**src/rtl/edward_cmul_pipe.sv**
```systemverilog
// Pipelined multiply of an unsigned operand by one of two signed-digit constants.
// Shift-add only: S1 group sums, S2 pos/neg reductions, S3 final subtraction.
module edward_cmul_pipe #(
    parameter int unsigned          R_WIDTH   = 256,
    parameter int unsigned          K_WIDTH   = 256,
    parameter logic [K_WIDTH-1:0]   POS_MASK0 = '0,
    parameter logic [K_WIDTH-1:0]   NEG_MASK0 = '0,
    parameter logic [K_WIDTH-1:0]   POS_MASK1 = '0,
    parameter logic [K_WIDTH-1:0]   NEG_MASK1 = '0,
    parameter int unsigned          TAG_WIDTH = 8
) (
    input  logic                         i_clk,
    input  logic                         i_rst,
    input  logic                         i_vld,
    output logic                         o_rdy,
    input  logic                         i_mode,
    input  logic [R_WIDTH-1:0]           i_s,
    input  logic [TAG_WIDTH-1:0]         i_tag,
    input  logic                         i_flush,
    output logic                         o_vld,
    input  logic                         i_rdy,
    output logic [R_WIDTH+K_WIDTH-1:0]   o_t,
    output logic [TAG_WIDTH-1:0]         o_tag,
    output logic                         o_busy
);

    localparam int unsigned OW = R_WIDTH + K_WIDTH;
    localparam int unsigned NG = (K_WIDTH + 3) / 4;
    localparam int unsigned KP = NG * 4;

    // A digit cannot be both +1 and -1.
    if ((POS_MASK0 & NEG_MASK0) != '0) begin : g_bad_mask0
        $error("edward_cmul_pipe: POS_MASK0 and NEG_MASK0 overlap");
    end
    if ((POS_MASK1 & NEG_MASK1) != '0) begin : g_bad_mask1
        $error("edward_cmul_pipe: POS_MASK1 and NEG_MASK1 overlap");
    end

    logic                 s1_vld;
    logic                 s2_vld;
    logic                 s1_adv;
    logic                 s2_adv;
    logic                 accept;

    logic [KP-1:0]        pmask;
    logic [KP-1:0]        nmask;
    logic [OW-1:0]        s_ext;
    logic [OW-1:0]        pos_grp_c [NG];
    logic [OW-1:0]        neg_grp_c [NG];
    logic [OW-1:0]        s1_pos    [NG];
    logic [OW-1:0]        s1_neg    [NG];
    logic [TAG_WIDTH-1:0] s1_tag;

    logic [OW-1:0]        pos_sum_c;
    logic [OW-1:0]        neg_sum_c;
    logic [OW-1:0]        s2_pos;
    logic [OW-1:0]        s2_neg;
    logic [TAG_WIDTH-1:0] s2_tag;

    // Handshake: a stage moves when the one after it is empty or moving; flush freezes all.
    always_comb begin
        s2_adv = s2_vld && (!o_vld || i_rdy) && !i_flush;
        s1_adv = s1_vld && (!s2_vld || s2_adv) && !i_flush;
        o_rdy  = !i_rst && !i_flush && (!s1_vld || s1_adv);
        accept = i_vld && o_rdy;
    end

    assign o_busy = s1_vld | s2_vld | o_vld;

    // S1: mode-selected digits, summed in groups of four shifted copies.
    always_comb begin
        pmask = i_mode ? KP'(POS_MASK1) : KP'(POS_MASK0);
        nmask = i_mode ? KP'(NEG_MASK1) : KP'(NEG_MASK0);
        s_ext = OW'(i_s);
        for (int unsigned g = 0; g < NG; g++) begin
            pos_grp_c[g] = '0;
            neg_grp_c[g] = '0;
            for (int unsigned j = 0; j < 4; j++) begin
                if (pmask[4*g+j]) pos_grp_c[g] = pos_grp_c[g] + (s_ext << (4*g+j));
                if (nmask[4*g+j]) neg_grp_c[g] = neg_grp_c[g] + (s_ext << (4*g+j));
            end
        end
    end

    // S2: independent reductions of the positive and negative group sums.
    always_comb begin
        pos_sum_c = '0;
        neg_sum_c = '0;
        for (int unsigned g = 0; g < NG; g++) begin
            pos_sum_c = pos_sum_c + s1_pos[g];
            neg_sum_c = neg_sum_c + s1_neg[g];
        end
    end

    // Valid bits and the output register; flush outranks accept and consume.
    always_ff @(posedge i_clk or posedge i_rst) begin
        if (i_rst) begin
            s1_vld <= 1'b0;
            s2_vld <= 1'b0;
            o_vld  <= 1'b0;
            o_t    <= '0;
            o_tag  <= '0;
        end else if (i_flush) begin
            s1_vld <= 1'b0;
            s2_vld <= 1'b0;
            o_vld  <= 1'b0;
        end else begin
            if (accept)      s1_vld <= 1'b1;
            else if (s1_adv) s1_vld <= 1'b0;

            if (s1_adv)      s2_vld <= 1'b1;
            else if (s2_adv) s2_vld <= 1'b0;

            if (s2_adv) begin
                o_vld <= 1'b1;
                o_t   <= s2_pos - s2_neg;
                o_tag <= s2_tag;
            end else if (i_rdy) begin
                o_vld <= 1'b0;
            end
        end
    end

    // Internal data registers only load on advance, so they need no reset.
    always_ff @(posedge i_clk) begin
        if (accept) begin
            s1_pos <= pos_grp_c;
            s1_neg <= neg_grp_c;
            s1_tag <= i_tag;
        end
        if (s1_adv) begin
            s2_pos <= pos_sum_c;
            s2_neg <= neg_sum_c;
            s2_tag <= s1_tag;
        end
    end

endmodule

```
**config.mk**
```make
export PLATFORM = sky130hd
export DESIGN_NAME = edward_cmul_pipe
export DESIGN_NICKNAME = d
export VERILOG_FILES = /design/src/rtl/edward_cmul_pipe.sv
export SDC_FILE = /design/constraint.sdc
export NUM_CORES = 1
export LEC_CHECK = 0
export CORE_AREA = 2 2 309 311
export DETAILED_ROUTE_END_ITERATION = 16
export DIE_AREA = 0 0 311 313
export SLEW_MARGIN = 20
export SYNTH_ARGS = -nofsm -noshare
export SYNTH_HDL_FRONTEND = slang
export SYNTH_SLANG_ARGS = --single-unit
```
**constraint.sdc**
```tcl
create_clock -name i_clk -period 1.4 [get_ports i_clk]
set_input_delay 0.42 -clock i_clk [delete_from_list [all_inputs] [get_ports i_clk]]
set_output_delay 0.42 -clock i_clk [all_outputs]
set_load 0.005 [all_outputs]
```
Yosys cells after proc, flatten, opt, wreduce, memory -nomap -nowiden
Cells that the tools add are included.
{"block": "word_totals", "reg_bits": 27, "input_bits": 270, "out_inout_bits": 523, "wordCells": 37}
{"block": "op_classes", "mux": 9, "n_bitwise": 3, "reduce_logical": 19}
{"op": "$mux 1", "count": 9}
{"op": "$reduce_bool 3->1", "count": 3}
{"op": "$logic_and 1x1->1", "count": 7}
{"op": "$logic_not 1->1", "count": 5}
{"op": "$logic_or 1x1->1", "count": 3}
{"op": "$or 1x1->1", "count": 2}
{"op": "$reduce_and 2->1", "count": 1}
{"op": "$not 1->1", "count": 1}

Depth between registers and ports, before layout
Gate-level depths: netlist of run 1.
{"block": "depth", "ltp_word": 12, "ltp_mapped": 3}

Least setup slack after synthesis of run 1
Ideal clock, no wire load.
{"block": "synth_path", "kind": "register to register", "start": "register o_vld", "end": "register s1_tag[0] (enable)", "setup_ps": 332, "arrival_ps": 1197, "t_required_ps": 1068, "path_slack_ps": -129, "stages_incl_launch_ff": 4, "path_buffers": 0, "period_less_slack_ps": 1529, "cell_sequence": "dfrtp_1 nor2b_4 a311oi_1 and2_1"}
{"block": "synth_between", "elab_chain_cells": 10}
{"item": "from (decl)", "line_no": "20", "rtl": "output logic o_vld,"}
{"item": "from (signal assigned)", "line_no": "100", "rtl": "o_vld <= 1'b0;"}
{"item": "from (signal assigned)", "line_no": "106", "rtl": "o_vld <= 1'b0;"}
{"item": "from (signal assigned)", "line_no": "115", "rtl": "o_vld <= 1'b1;"}
{"item": "$logic_not 1->1", "line_no": "62", "rtl": "s2_adv = s2_vld && (!o_vld || i_rdy) && !i_flush;"}
{"item": "$logic_or 1x1->1", "line_no": "62"}
{"item": "$logic_and 1x1->1 (2 in a row)", "line_no": "62"}
{"item": "$logic_or 1x1->1", "line_no": "63", "rtl": "s1_adv = s1_vld && (!s2_vld || s2_adv) && !i_flush;"}
{"item": "$logic_and 1x1->1 (2 in a row)", "line_no": "63"}
{"item": "$logic_or 1x1->1", "line_no": "64", "rtl": "o_rdy = !i_rst && !i_flush && (!s1_vld || s1_adv);"}
{"item": "$logic_and 1x1->1", "line_no": "64"}
{"item": "net o_rdy", "line_no": "15", "rtl": "output logic o_rdy,"}
{"item": "$logic_and 1x1->1", "line_no": "65", "rtl": "accept = i_vld && o_rdy;"}
{"item": "net accept", "line_no": "43", "rtl": "logic accept;"}
{"item": "to (signal assigned)", "line_no": "129", "rtl": "s1_tag <= i_tag;"}
{"item": "to (decl)", "line_no": "52", "rtl": "logic [TAG_WIDTH-1:0] s1_tag;"}
The timed path passes the listed nets, and every way through them passes these cells.
A chain may end at the register's enable or synchronous reset.

Worst setup path after layout of run 1
{"block": "layout_path", "start": "register o_vld", "end": "output port o_rdy"}
{"block": "layout_between", "elab_chain_cells": 9}
{"item": "$logic_not 1->1", "line_no": "62"}
{"item": "$logic_or 1x1->1", "line_no": "62"}
{"item": "$logic_and 1x1->1 (2 in a row)", "line_no": "62"}
{"item": "$logic_or 1x1->1", "line_no": "63"}
{"item": "$logic_and 1x1->1 (2 in a row)", "line_no": "63"}
{"item": "$logic_or 1x1->1", "line_no": "64"}
{"item": "$logic_and 1x1->1", "line_no": "64"}
{"item": "to (decl)", "line_no": "15"}
No other way between the ends.

==> flow_metrics.env, run 1 <==
export IMPL_run_status="finished with violations"
export IMPL_violations="setup timing"
export IMPL_htreeDepth=1
export IMPL_avgSynthCellArea_um2=8.53
export IMPL_reg2reg_slack_ns=-0.06
export IMPL_detail_route_antenna_nets=0
export IMPL_ys_flop_type="edfxtp_1"
export IMPL_synth_edf_count=16
export IMPL_clock_root_buffer="clkbuf_16"
export IMPL_cts_tree="built"
export IMPL_die_y_um=313
export IMPL_hpwlAfterDp_um=4790
export IMPL_rr_startpoint="o_vld"
export IMPL_yosysMostFrequentCell="buf_4"
export IMPL_irDropWorstVdd_mv=0.362
export IMPL_leakage_nw=2.21
export IMPL_drtIter0Drc=36
export IMPL_place_area_um2=4760
export IMPL_synthDistinctLibCells=15
export IMPL_grt_pass1_vias=753
export IMPL_fin_skew_ns=0.00213
export IMPL_num_vias=1998
export IMPL_ctsHoldBuffers=0
export IMPL_start_util_pct=5.09
export IMPL_syn_inst=562
export IMPL_worst_setup_path_start_kind="flop"
export IMPL_rows=113
export IMPL_clockBufferDepth=2
export IMPL_r2r_end="o_tag[3]"
export IMPL_antenna_found_initial=3
export IMPL_drive_above_1_share_pct=5.18
export IMPL_synth_top_cell_by_area="buf_4"
export IMPL_async_reset_ff_share_pct=40.7
export IMPL_ys_ff_latch=27
export IMPL_hold_violations=0
export IMPL_die_area_um2=97300
export IMPL_setup_violations=18
export IMPL_p_switching_uw=684
export IMPL_drt_total_wl_um=5060
export IMPL_synthToLayoutAreaGrowth_pct=0.783
export IMPL_ys_seq_area_share_pct=15.8
export IMPL_synth_top_cell_area_share_pct=80.2
export IMPL_hp_class="input pin to asynchronous set/reset pin"
export IMPL_swShare_pct=32.3
export IMPL_setup_ws_ns=-0.271
export IMPL_cts_made_buffers=3
export IMPL_core_area_um2=94200
export IMPL_grt_max_degree=17
export IMPL_via_per_inst=1.07
export IMPL_antennaDiodeCount=0
export IMPL_grt_pass1_wl_um=4690
export IMPL_critPathCaptureType="output port"
export IMPL_pwr_share_clk_pct=30.3
export IMPL_clock_sinks=27
export IMPL_place_congestion=0.583
export IMPL_p_int_mw=1.43
export IMPL_cp_data_arrival_time_ns=1.25
export IMPL_avgRoutedWirePerCell_um=2.72
export IMPL_comb_power_share_pct=25.5
export IMPL_r2r_cells=5
export IMPL_grt_ovfl_total=0
export IMPL_port_buffers=23
export IMPL_gr_usage_all_layers_pct=0.687
export IMPL_whs_ns=0.361
export IMPL_drv_cap=0
export IMPL_fp_dieW_um=311
export IMPL_layout_min_cycle_time_ns=1.67
export IMPL_num_io_pins=793
export IMPL_netlist_top_cells_count="buf_4 (512), edfxtp_1 (16), dfrtp_1 (11), mux2_2 (8), nor2_1 (4)"
export IMPL_power_density_nw_per_um2=438
export IMPL_dr_pass1_iters=4
export IMPL_fin_area_um2=4830
export IMPL_syn_area_um2=4790
export IMPL_seqPwrFrac_pct=44.2
export IMPL_required_ns=0.98
export IMPL_drc=0
export IMPL_fin_nets=869
export IMPL_clk_latency_ns=0.26
export IMPL_clk_pin_slew_worst_paths_ns=0.06
export IMPL_netlist_top_cells_area="buf_4 (80%), edfxtp_1 (10%), dfrtp_1 (5.7%)"
export IMPL_fin_crit_sh_pct=119
export IMPL_drv_slew=0
export IMPL_yosys_warnings=0
export IMPL_fmax_mhz=598
export IMPL_crit_type="flop to output port"
export IMPL_finalPower_mw=2.12
export IMPL_path_max_fanout=2
export IMPL_rsz0062_at_grt="true"
-- how the worst max path moves through the flow --
stage / end / depth (start not counted) / slack (ns) / startpoint
floorplan: s2_tag[0] / 2 / 0.02 / o_vld
detailed placement: o_rdy / 4 / -1.30 / i_rdy
global route: o_rdy / 3 / -0.34 / o_vld
CTS: o_rdy / 3 / -0.33 / o_vld
global placement: o_rdy / 4 / -1.33 / i_rdy
finish: o_rdy / 3 / -0.27 / o_vld
-- power by group through the flow --
stage | clock network [mW] | registers [mW] | logic (mW)
after floorplan | 0 | 0.954 | 1.40
after global placement | 0 | 0.953 | 0.530
after detailed placement | 0 | 0.955 | 0.537
after CTS | 0.655 | 0.936 | 0.509
after global routing | 0.673 | 0.946 | 0.618
final | 0.641 | 0.935 | 0.540
-- state kept, by name, summed over array words and instances, names as in the netlist --
| name | count |
|---|---|
| s2_tag | 8 |
| o_vld | 1 |
| s2_vld | 1 |
| o_tag | 8 |
| s1_tag | 8 |
| s1_vld | 1 |
-- what timing repair did --
action | in CTS | in global routing
pin swaps | 1 | 1
buffers inserted | 1 | 0
resized for setup | 30 | 1
endpoints found under the setup margin | 38 | 18
-- through the flow --
stage	cells	util (%)	setup slack (ns)	setup TNS, ns
after floorplan	1073	-	0.0211	0
after global placement	1858	5.05	-1.33	-22.77
after detailed placement	1858	5.05	-1.30	-23.00
after CTS	1863	5.12	-0.327	-1.85
after global routing	1863	5.13	-0.338	-2.62
final	1863	5.13	-0.271	-1.18
-- final cells by class --
class,instances,area (um2)
Timing Repair Buffer,33,285
Multi-Input combinational cell,533,2120
Clock buffer,3,75.1
Fill cell,11200,89300
Inverter,1,3.75
Tap cell,1265,1580
Clock inverter,1,7.51
Sequential cell,27,756
-- routing by layer --
layer / track usage (%) / routed length (um)
met1: 0.660 / 1200
met2: 1.06 / 1900
met3: 0.384 / 1800
met4: 0.626 / 135
met5: 0 / 24
-- cells by family (layout without fill, tap and decap cells) --
| group | count (synthesis) | after routing | synth area share, % |
|---|---|---|---|
| buffers and inverters | 513 | 38 | 80.3 |
| and+or+nand+nor | 9 | 9 | 1.41 |
| AOI/OAI and AO/OA | 4 | 4 | 0.574 |
| muxes | 8 | 8 | 1.88 |
| DFF | 27 | 27 | 15.8 |
| other | 1 | 512 | 0.0783 |
-- critical path: stages, from the launching register on --
cell	delay, ns
dfrtp_1	0.38
nor2b_4	0.13
a311oi_2	0.29
buf_4	0.19
-- cell usage in the layout (no fill, tap or decap), types with 2 or more instances in the layout --
cell type          n
dfrtp_1           11
buf_4             10
mux2_2             8
buf_6              2
dlygate4sd2_1     10
conb_1           512
a21oi_1            2
buf_2              2
edfxtp_1          16
nor2_1             4
clkdlybuf4s50_1    9
clkbuf_16          3
No activity file was read; power rests on OpenSTA's default activity.
==> inputs of run 2 (changes only) <==
SKIP_CTS_REPAIR_TIMING = 1   (was default)
==> flow_metrics.env, run 2 (synthesis gave the netlist of run 1 again) <==
export IMPL_run_status="finished with violations"
export IMPL_violations="setup timing"
export IMPL_drive_above_1_share_pct=5.02
export IMPL_avgRoutedWirePerCell_um=2.75
export IMPL_multi_input_area_um2=2120
export IMPL_fp_dieW_um=311
export IMPL_place_congestion=0.583
export IMPL_startpoint="o_vld"
export IMPL_fin_crit_sh_pct=122
export IMPL_detail_route_antenna_nets=0
export IMPL_drv_cap=0
export IMPL_path_max_fanout=2
export IMPL_clock_root_buffer="clkbuf_16"
export IMPL_hpwlAfterDp_um=4790
export IMPL_fmax_mhz=585
export IMPL_grt_ovfl_total=0
export IMPL_antenna_found_initial=2
export IMPL_ff_latch_area_um2=756
export IMPL_drv_slew=0
export IMPL_drt_total_wl_um=5120
export IMPL_r2r_end="o_tag[3]"
export IMPL_core_area_um2=94200
export IMPL_rows=113
export IMPL_critPathCaptureType="output port"
export IMPL_layout_min_cycle_time_ns=1.71
export IMPL_grt_pass1_vias=756
export IMPL_leakage_nw=2.32
export IMPL_synthToLayoutAreaGrowth_pct=1.46
export IMPL_worst_setup_path_start_kind="flop"
export IMPL_finalPower_mw=2.13
export IMPL_fin_util_pct=5.16
export IMPL_htreeDepth=1
export IMPL_clockBufferDepth=2
export IMPL_clock_sinks=27
export IMPL_rsz0062_at_grt="true"
export IMPL_num_io_pins=793
export IMPL_via_per_inst=1.07
export IMPL_mostFrequentLayoutCell="conb_1"
export IMPL_irDropWorstVdd_mv=0.359
export IMPL_reg_largest_list="o_tag: 8 flops, s1_tag: 8 flops, s2_tag: 8 flops"
export IMPL_fin_skew_ns=0.00247
export IMPL_rr_startpoint="o_vld"
export IMPL_hold_violations=0
export IMPL_grt_max_degree=17
export IMPL_drtIter0Drc=29
export IMPL_mostFrequentLayoutCells="conb_1 (512), edfxtp_1 (16), dlymetal6s2s_1 (11), dfrtp_1 (11)"
export IMPL_cts_made_buffers=3
export IMPL_hp_class="input pin to asynchronous set/reset pin"
export IMPL_setup_violations=18
export IMPL_setup_ws_ns=-0.310
export IMPL_fin_nets=869
export IMPL_clk_latency_ns=0.26
export IMPL_antennaDiodeCount=0
export IMPL_power_density_nw_per_um2=438
export IMPL_start_util_pct=5.09
export IMPL_die_area_um2=97300
export IMPL_nFillCells=11200
export IMPL_cts_tree="built"
export IMPL_num_vias=2001
export IMPL_gr_usage_all_layers_pct=0.687
export IMPL_dr_pass1_iters=4
export IMPL_cp_data_arrival_time_ns=1.29
export IMPL_die_y_um=313
export IMPL_required_ns=0.98
export IMPL_reg2reg_slack_ns=-0.06
export IMPL_port_buffers=23
export IMPL_r2r_cells=5
export IMPL_clk_pin_slew_worst_paths_ns=0.06
export IMPL_grt_pass1_wl_um=4690
export IMPL_post_place_ws_ns=-1.30
export IMPL_crit_type="flop to output port"
export IMPL_drc=0
run 2: final cells by class:
type | instances | share of cell area (%)
Clock buffer | 3 | 1.54
Clock inverter | 1 | 0.154
Inverter | 1 | 0.0772
Multi-Input combinational cell | 533 | 43.5
Sequential cell | 27 | 15.5
Tap cell | 1265 | 32.6
Timing Repair Buffer | 33 | 6.61
run 2: worst max-delay path by stage:
stage	to	slack (ns)	cells after the start
floorplan	s2_tag[0]	0.02	2
CTS	o_rdy	-1.31	4
detailed placement	o_rdy	-1.30	4
global placement	o_rdy	-1.33	4
finish	o_busy	-0.31	3
global route	o_rdy	-0.37	3
run 2: routing by layer:
layer,global-route usage (%),wire length (um),vias up
met5,0,11,-
met4,0.626,134,2
met3,0.377,1840,7
met2,1.06,1950,414
met1,0.664,1180,813
li1,-,-,765
run 2: power breakdown:
group	switching, mW	total [mW]	internal (mW)
logic	0.405	0.557	0.152
clock network	0.251	0.639	0.388
registers	0.0273	0.935	0.908
total	0.684	2.13	1.45
run 2: metrics by stage:
| stage | std cells | TNS (ns) | cell area (um2) | hold slack (ns) |
|---|---|---|---|---|
| floorplan | 1073 | 0 | 6720 | 0.281 |
| global route | 1863 | -2.89 | 4860 | 0.291 |
| detailed placement | 1858 | -23.00 | 4760 | 0.406 |
| finish | 1863 | -1.47 | 4860 | 0.251 |
| CTS | 1862 | -17.11 | 4840 | 0.421 |
| global placement | 1858 | -22.77 | 4760 | 0.402 |
run 2: critical path: stages, from the launching register on:
cell and delay (ns):
dfrtp_1 0.38, buf_4 0.13, or3_2 0.39, clkbuf_2 0.12
==> RTL change 1, RTL diff (config.mk and constraints of run 1) <==
Set the parameter `R_WIDTH` to 128 (it was 256).
--- a/src/rtl/edward_cmul_pipe.sv
+++ b/src/rtl/edward_cmul_pipe.sv
@@ -1,7 +1,7 @@
 // Pipelined multiply of an unsigned operand by one of two signed-digit constants.
 // Shift-add only: S1 group sums, S2 pos/neg reductions, S3 final subtraction.
 module edward_cmul_pipe #(
-    parameter int unsigned          R_WIDTH   = 256,
+    parameter int unsigned          R_WIDTH   = 128,
     parameter int unsigned          K_WIDTH   = 256,
     parameter logic [K_WIDTH-1:0]   POS_MASK0 = '0,
     parameter logic [K_WIDTH-1:0]   NEG_MASK0 = '0,
Ports: changed (resized i_s and o_t); port bits go from 793 to 537. The function was not compared with the original's and may differ.
==> RTL change 1 against run 1 <==
Critical endpoint unchanged. Setup slack improved by 60 ps. The flow still finishes with violations (setup timing). Via count down 22%. Non-clock buffer count rose by 2. Global-route usage down 0.24 points. Sequential cell count unchanged. Final area fell by 8.8%. Critical path depth did not move. Area after synthesis fell by 20%. Total power fell by 3.4%. Routed wire length shrank 28%. Combinational power down 9.6%.
==> RTL change 1: results (changes against run 1) <==
status - finished with violations
failing checks - setup timing
register area share after synthesis - 0.197 (+0.0396)
crit-path max cell delay - 390 ps
initial antenna violation count - 0 (-3)
antenna cells - 0 (unchanged)
Synth Flop Type - edfxtp_1
Post-synth top cells - 384 x buf_4, 16 x edfxtp_1, 11 x dfrtp_1
leakage - 1.84 nW (-17%)
skew final - 2.51 ps (+0.380 ps)
DRT Pass-1 Iters - 3 (-1)
DR vias - 1561 (-22%)
Reg clk slew, reported paths - 60 ps (about the same)
Iter 0 DRT Violations - 65 (+81%)
CTS Buf Count - 3 (unchanged)
gpl congestion - 0.627 (+7.4%)
# fillers - 11194 (+0.19%)
share of layout cells above drive strength 1 - 0.0657 (+0.0138)
Root Buffer - clkbuf_16
dpl hpwl - 3240 µm (-32%)
routed len/inst - 2.09 µm (-23%)
Area contributors post-synth - buf_4 75%, edfxtp_1 13%, dfrtp_1 7.2%
slack of the critical path - -211 ps (+59.7 ps)
Hold/Removal Path Class - input pin to asynchronous set/reset pin
fin nets - 615 (-29%)
vias in the first global route - 710 (-5.7%)
dpl ws - -874 ps (+430 ps)
setup violators final - 10 (-8)
first-pass GRT wire length - 3500 µm (-25%)
Synth Warn # - 0 (unchanged)
Total GRT Usage - 0.00443 (-0.00244)
Critical Path AT - 1190 ps (-60 ps)
peak supply drop - 0.413 mV (+14%)
largest net degree at the start of global routing - 15 (-2)
-- RTL change 1: cell types whose count changed after synthesis --
cell / delta
buf_4: -128
-- RTL change 1: what timing repair did --
item | CTS | global route
pin swaps | 1 | 3
cloned | 0 | 0
setup endpoints to repair | 35 | 18
buffers inserted | 3 | 1
gates resized for setup | 23 | 11
-- RTL change 1: path summary, 6_finish.rpt --
kind	depth (start not counted)	end	slack, ps	startpoint
setup / recovery	3	o_rdy	-210	s2_vld
hold / removal	3	o_tag[1]	350	i_rst
setup reg to reg	6	o_tag[3]	-60	s2_vld
hold reg to reg	0	s2_tag[6]	420	s1_tag[6]
max in group asynchronous	3	o_tag[5]	900	i_rst
min in group i_clk	0	s2_tag[6]	420	s1_tag[6]
-- RTL change 1: per-stage QoR --
step | area, µm² | setup TNS [ps] | instances | total power [mW] | hold WS, ps
after floorplan | 5280 | 0 | 817 | 2.02 | 281
after global placement | 4270 | -13240 | 1729 | 1.40 | 402
after detailed placement | 4270 | -13230 | 1729 | 1.41 | 407
after CTS | 4360 | -954 | 1736 | 2.01 | 353
after global routing | 4410 | -1490 | 1737 | 2.17 | 375
final | 4410 | -840 | 1737 | 2.04 | 351
-- RTL change 1: cells by family (layout without fill, tap and decap cells) --
family,count (synthesis),in the layout,share of synthesized area
compound gates,4,4,0.00719
other cells,1,384,0.000979
simple gates,9,9,0.0176
mux,8,8,0.0235
flops,27,27,0.197
buf+inv,385,40,0.753
-- RTL change 1: report_power, final --
part | switching (mW) | internal, mW | total [mW] | leakage, nW
Sequential | 0.0275 | 0.908 | 0.936 | 0.285
Combinational | 0.324 | 0.164 | 0.488 | 1.51
Clock | 0.232 | 0.389 | 0.621 | 0.0382
-- RTL change 1: final cells by class --
class                      count  area [µm²]  share of cell area
clock buffer                   4        78.8              0.0179
inverter                       1        3.75            0.000852
multi-input combinational    405        1670               0.380
sequential                    27         756               0.171
tap                         1265        1580               0.359
timing repair buffer          35         313              0.0710
-- RTL change 1: worst max-delay path, delay by kind of cell (launching register included) --
kind | cells | cell delay [ps]
buf+inv | 2 | 280
flops | 1 | 390
compound gates | 1 | 270
-- RTL change 1: metal layers --
layer | vias up | share of wire | track usage
li1 | 650 | - | -
met2 | 251 | 0.49 | 0.00827
met1 | 655 | 0.24 | 0.00423
met5 | - | 0 | 0
met3 | 5 | 0.26 | 0.00126
met4 | 0 | 0.014 | 0.00296
==> RTL change 2, RTL diff (config.mk and constraints of run 1) <==
Without the edit above. Reset style: synchronous (`i_rst`), changed in one clocked block.
--- a/src/rtl/edward_cmul_pipe.sv
+++ b/src/rtl/edward_cmul_pipe.sv
@@ -93,7 +93,7 @@
     end
 
     // Valid bits and the output register; flush outranks accept and consume.
-    always_ff @(posedge i_clk or posedge i_rst) begin
+    always_ff @(posedge i_clk) begin
         if (i_rst) begin
             s1_vld <= 1'b0;
             s2_vld <= 1'b0;
Check against the original RTL: not settled (the Yosys comparison gave no result); the edit may change what the design does.
==> RTL change 2 against run 1 <==
The flow still finishes with violations (setup timing). Routed wire length decreased by 13%. Setup slack better by 130 ps. Hold slack improved by 61 ps. Area after synthesis up 1.1%. Total power down 8.5%. Sequential cell count stayed put. Maximum frequency increased by 8.7%. Clock skew barely moved. First-iteration DRC count up 75%. Final area is 1.1% higher. Critical path type unchanged.
==> RTL change 2: results (changes against run 1) <==
ClkCell Share - 0.0161 (-0.000957)
largest net degree at the start of global routing - 18 (+1)
initial antenna violation count - 0 (-3)
crit-path max cell delay - 320 ps (-60 ps)
fin nets - 885 (+1.8%)
vias in the first global route - 863 (+15%)
Critical Path AT - 1120 ps (-130 ps)
setup violators final - 2 (-16)
P&R area growth vs syn - 0.749% (about the same)
number of non-clock buffers - 32 (-3.0%)
register area share after synthesis - 0.145 (-0.0131)
Area contributors post-synth - buf_4 79%, edfxtp_1 9.9%, dfxtp_1 4.5%
critical path fanouts, max - 4 (+2)
status - finished with violations
setup TNS - -254 ps (+924 ps)
Total GRT Usage - 0.00529 (-0.00158)
failing checks - setup timing
Seq/total area - 0.144 (-0.0122)
Hold Fails Final Rpt - 0 (unchanged)
Hold/Removal Path Class - flop to flop
Detailed Route WL - 4410 µm (-13%)
first-pass GRT wire length - 4150 µm (-12%)
power share of the clock group - 0.328 (+0.025)
dpl hpwl - 4000 µm (-16%)
Sw Ratio - 0.321 (-0.00257)
share of layout cells above drive strength 1 - 0.0375 (-0.0144)
slack of the critical path - -137 ps (+134 ps)
ys async rst share - 0 (-0.407)
fraction of area in multi-input gates - 0.453 (+0.0139)
leakage - 2.19 nW (-1.0%)
peak supply drop - 0.499 mV (+38%)
clkbuf count - 4 (+1)
Power Internal - 1.31 mW (-8.2%)
Seq Cell Count - 27 (unchanged)
dpl ws - -882 ps (+422 ps)
Iter 0 DRT Violations - 63 (+75%)
Vias/cell - 1.06 (-0.75%)
[RTL change 2: worst paths after layout]
kind,end,start,slack (ps),depth (start not counted)
max,o_rdy,s1_vld,-140,3
min,s2_tag[2],s1_tag[2],420,0
max reg2reg,s1_tag[1],s1_vld,60,4
min reg2reg,s2_tag[2],s1_tag[2],420,0
[RTL change 2: repair_timing]
action | CTS | global route
pin swaps | 1 | 2
setup endpoints to repair | 37 | 11
buffers inserted | 0 | 0
resized for setup | 26 | 4
hold endpoints to repair | 0 | 0
[RTL change 2: cells by family after synthesis]
group | synth area share
AOI/OAI and AO/OA | 0.00826
muxes | 0.0165
buffers and inverters | 0.797
DFF | 0.145
other | 0.000774
and+or+nand+nor | 0.0330
[RTL change 2: metal layers]
metal / GRT usage / wire length, µm / vias to the layer above
met1: 0.00463 / 915 / 807
li1: - / - / 816
met5: 0 / 0 / -
met4: 0.00494 / 109 / 0
met2: 0.00989 / 2000 / 371
met3: 0.00132 / 1390 / 6
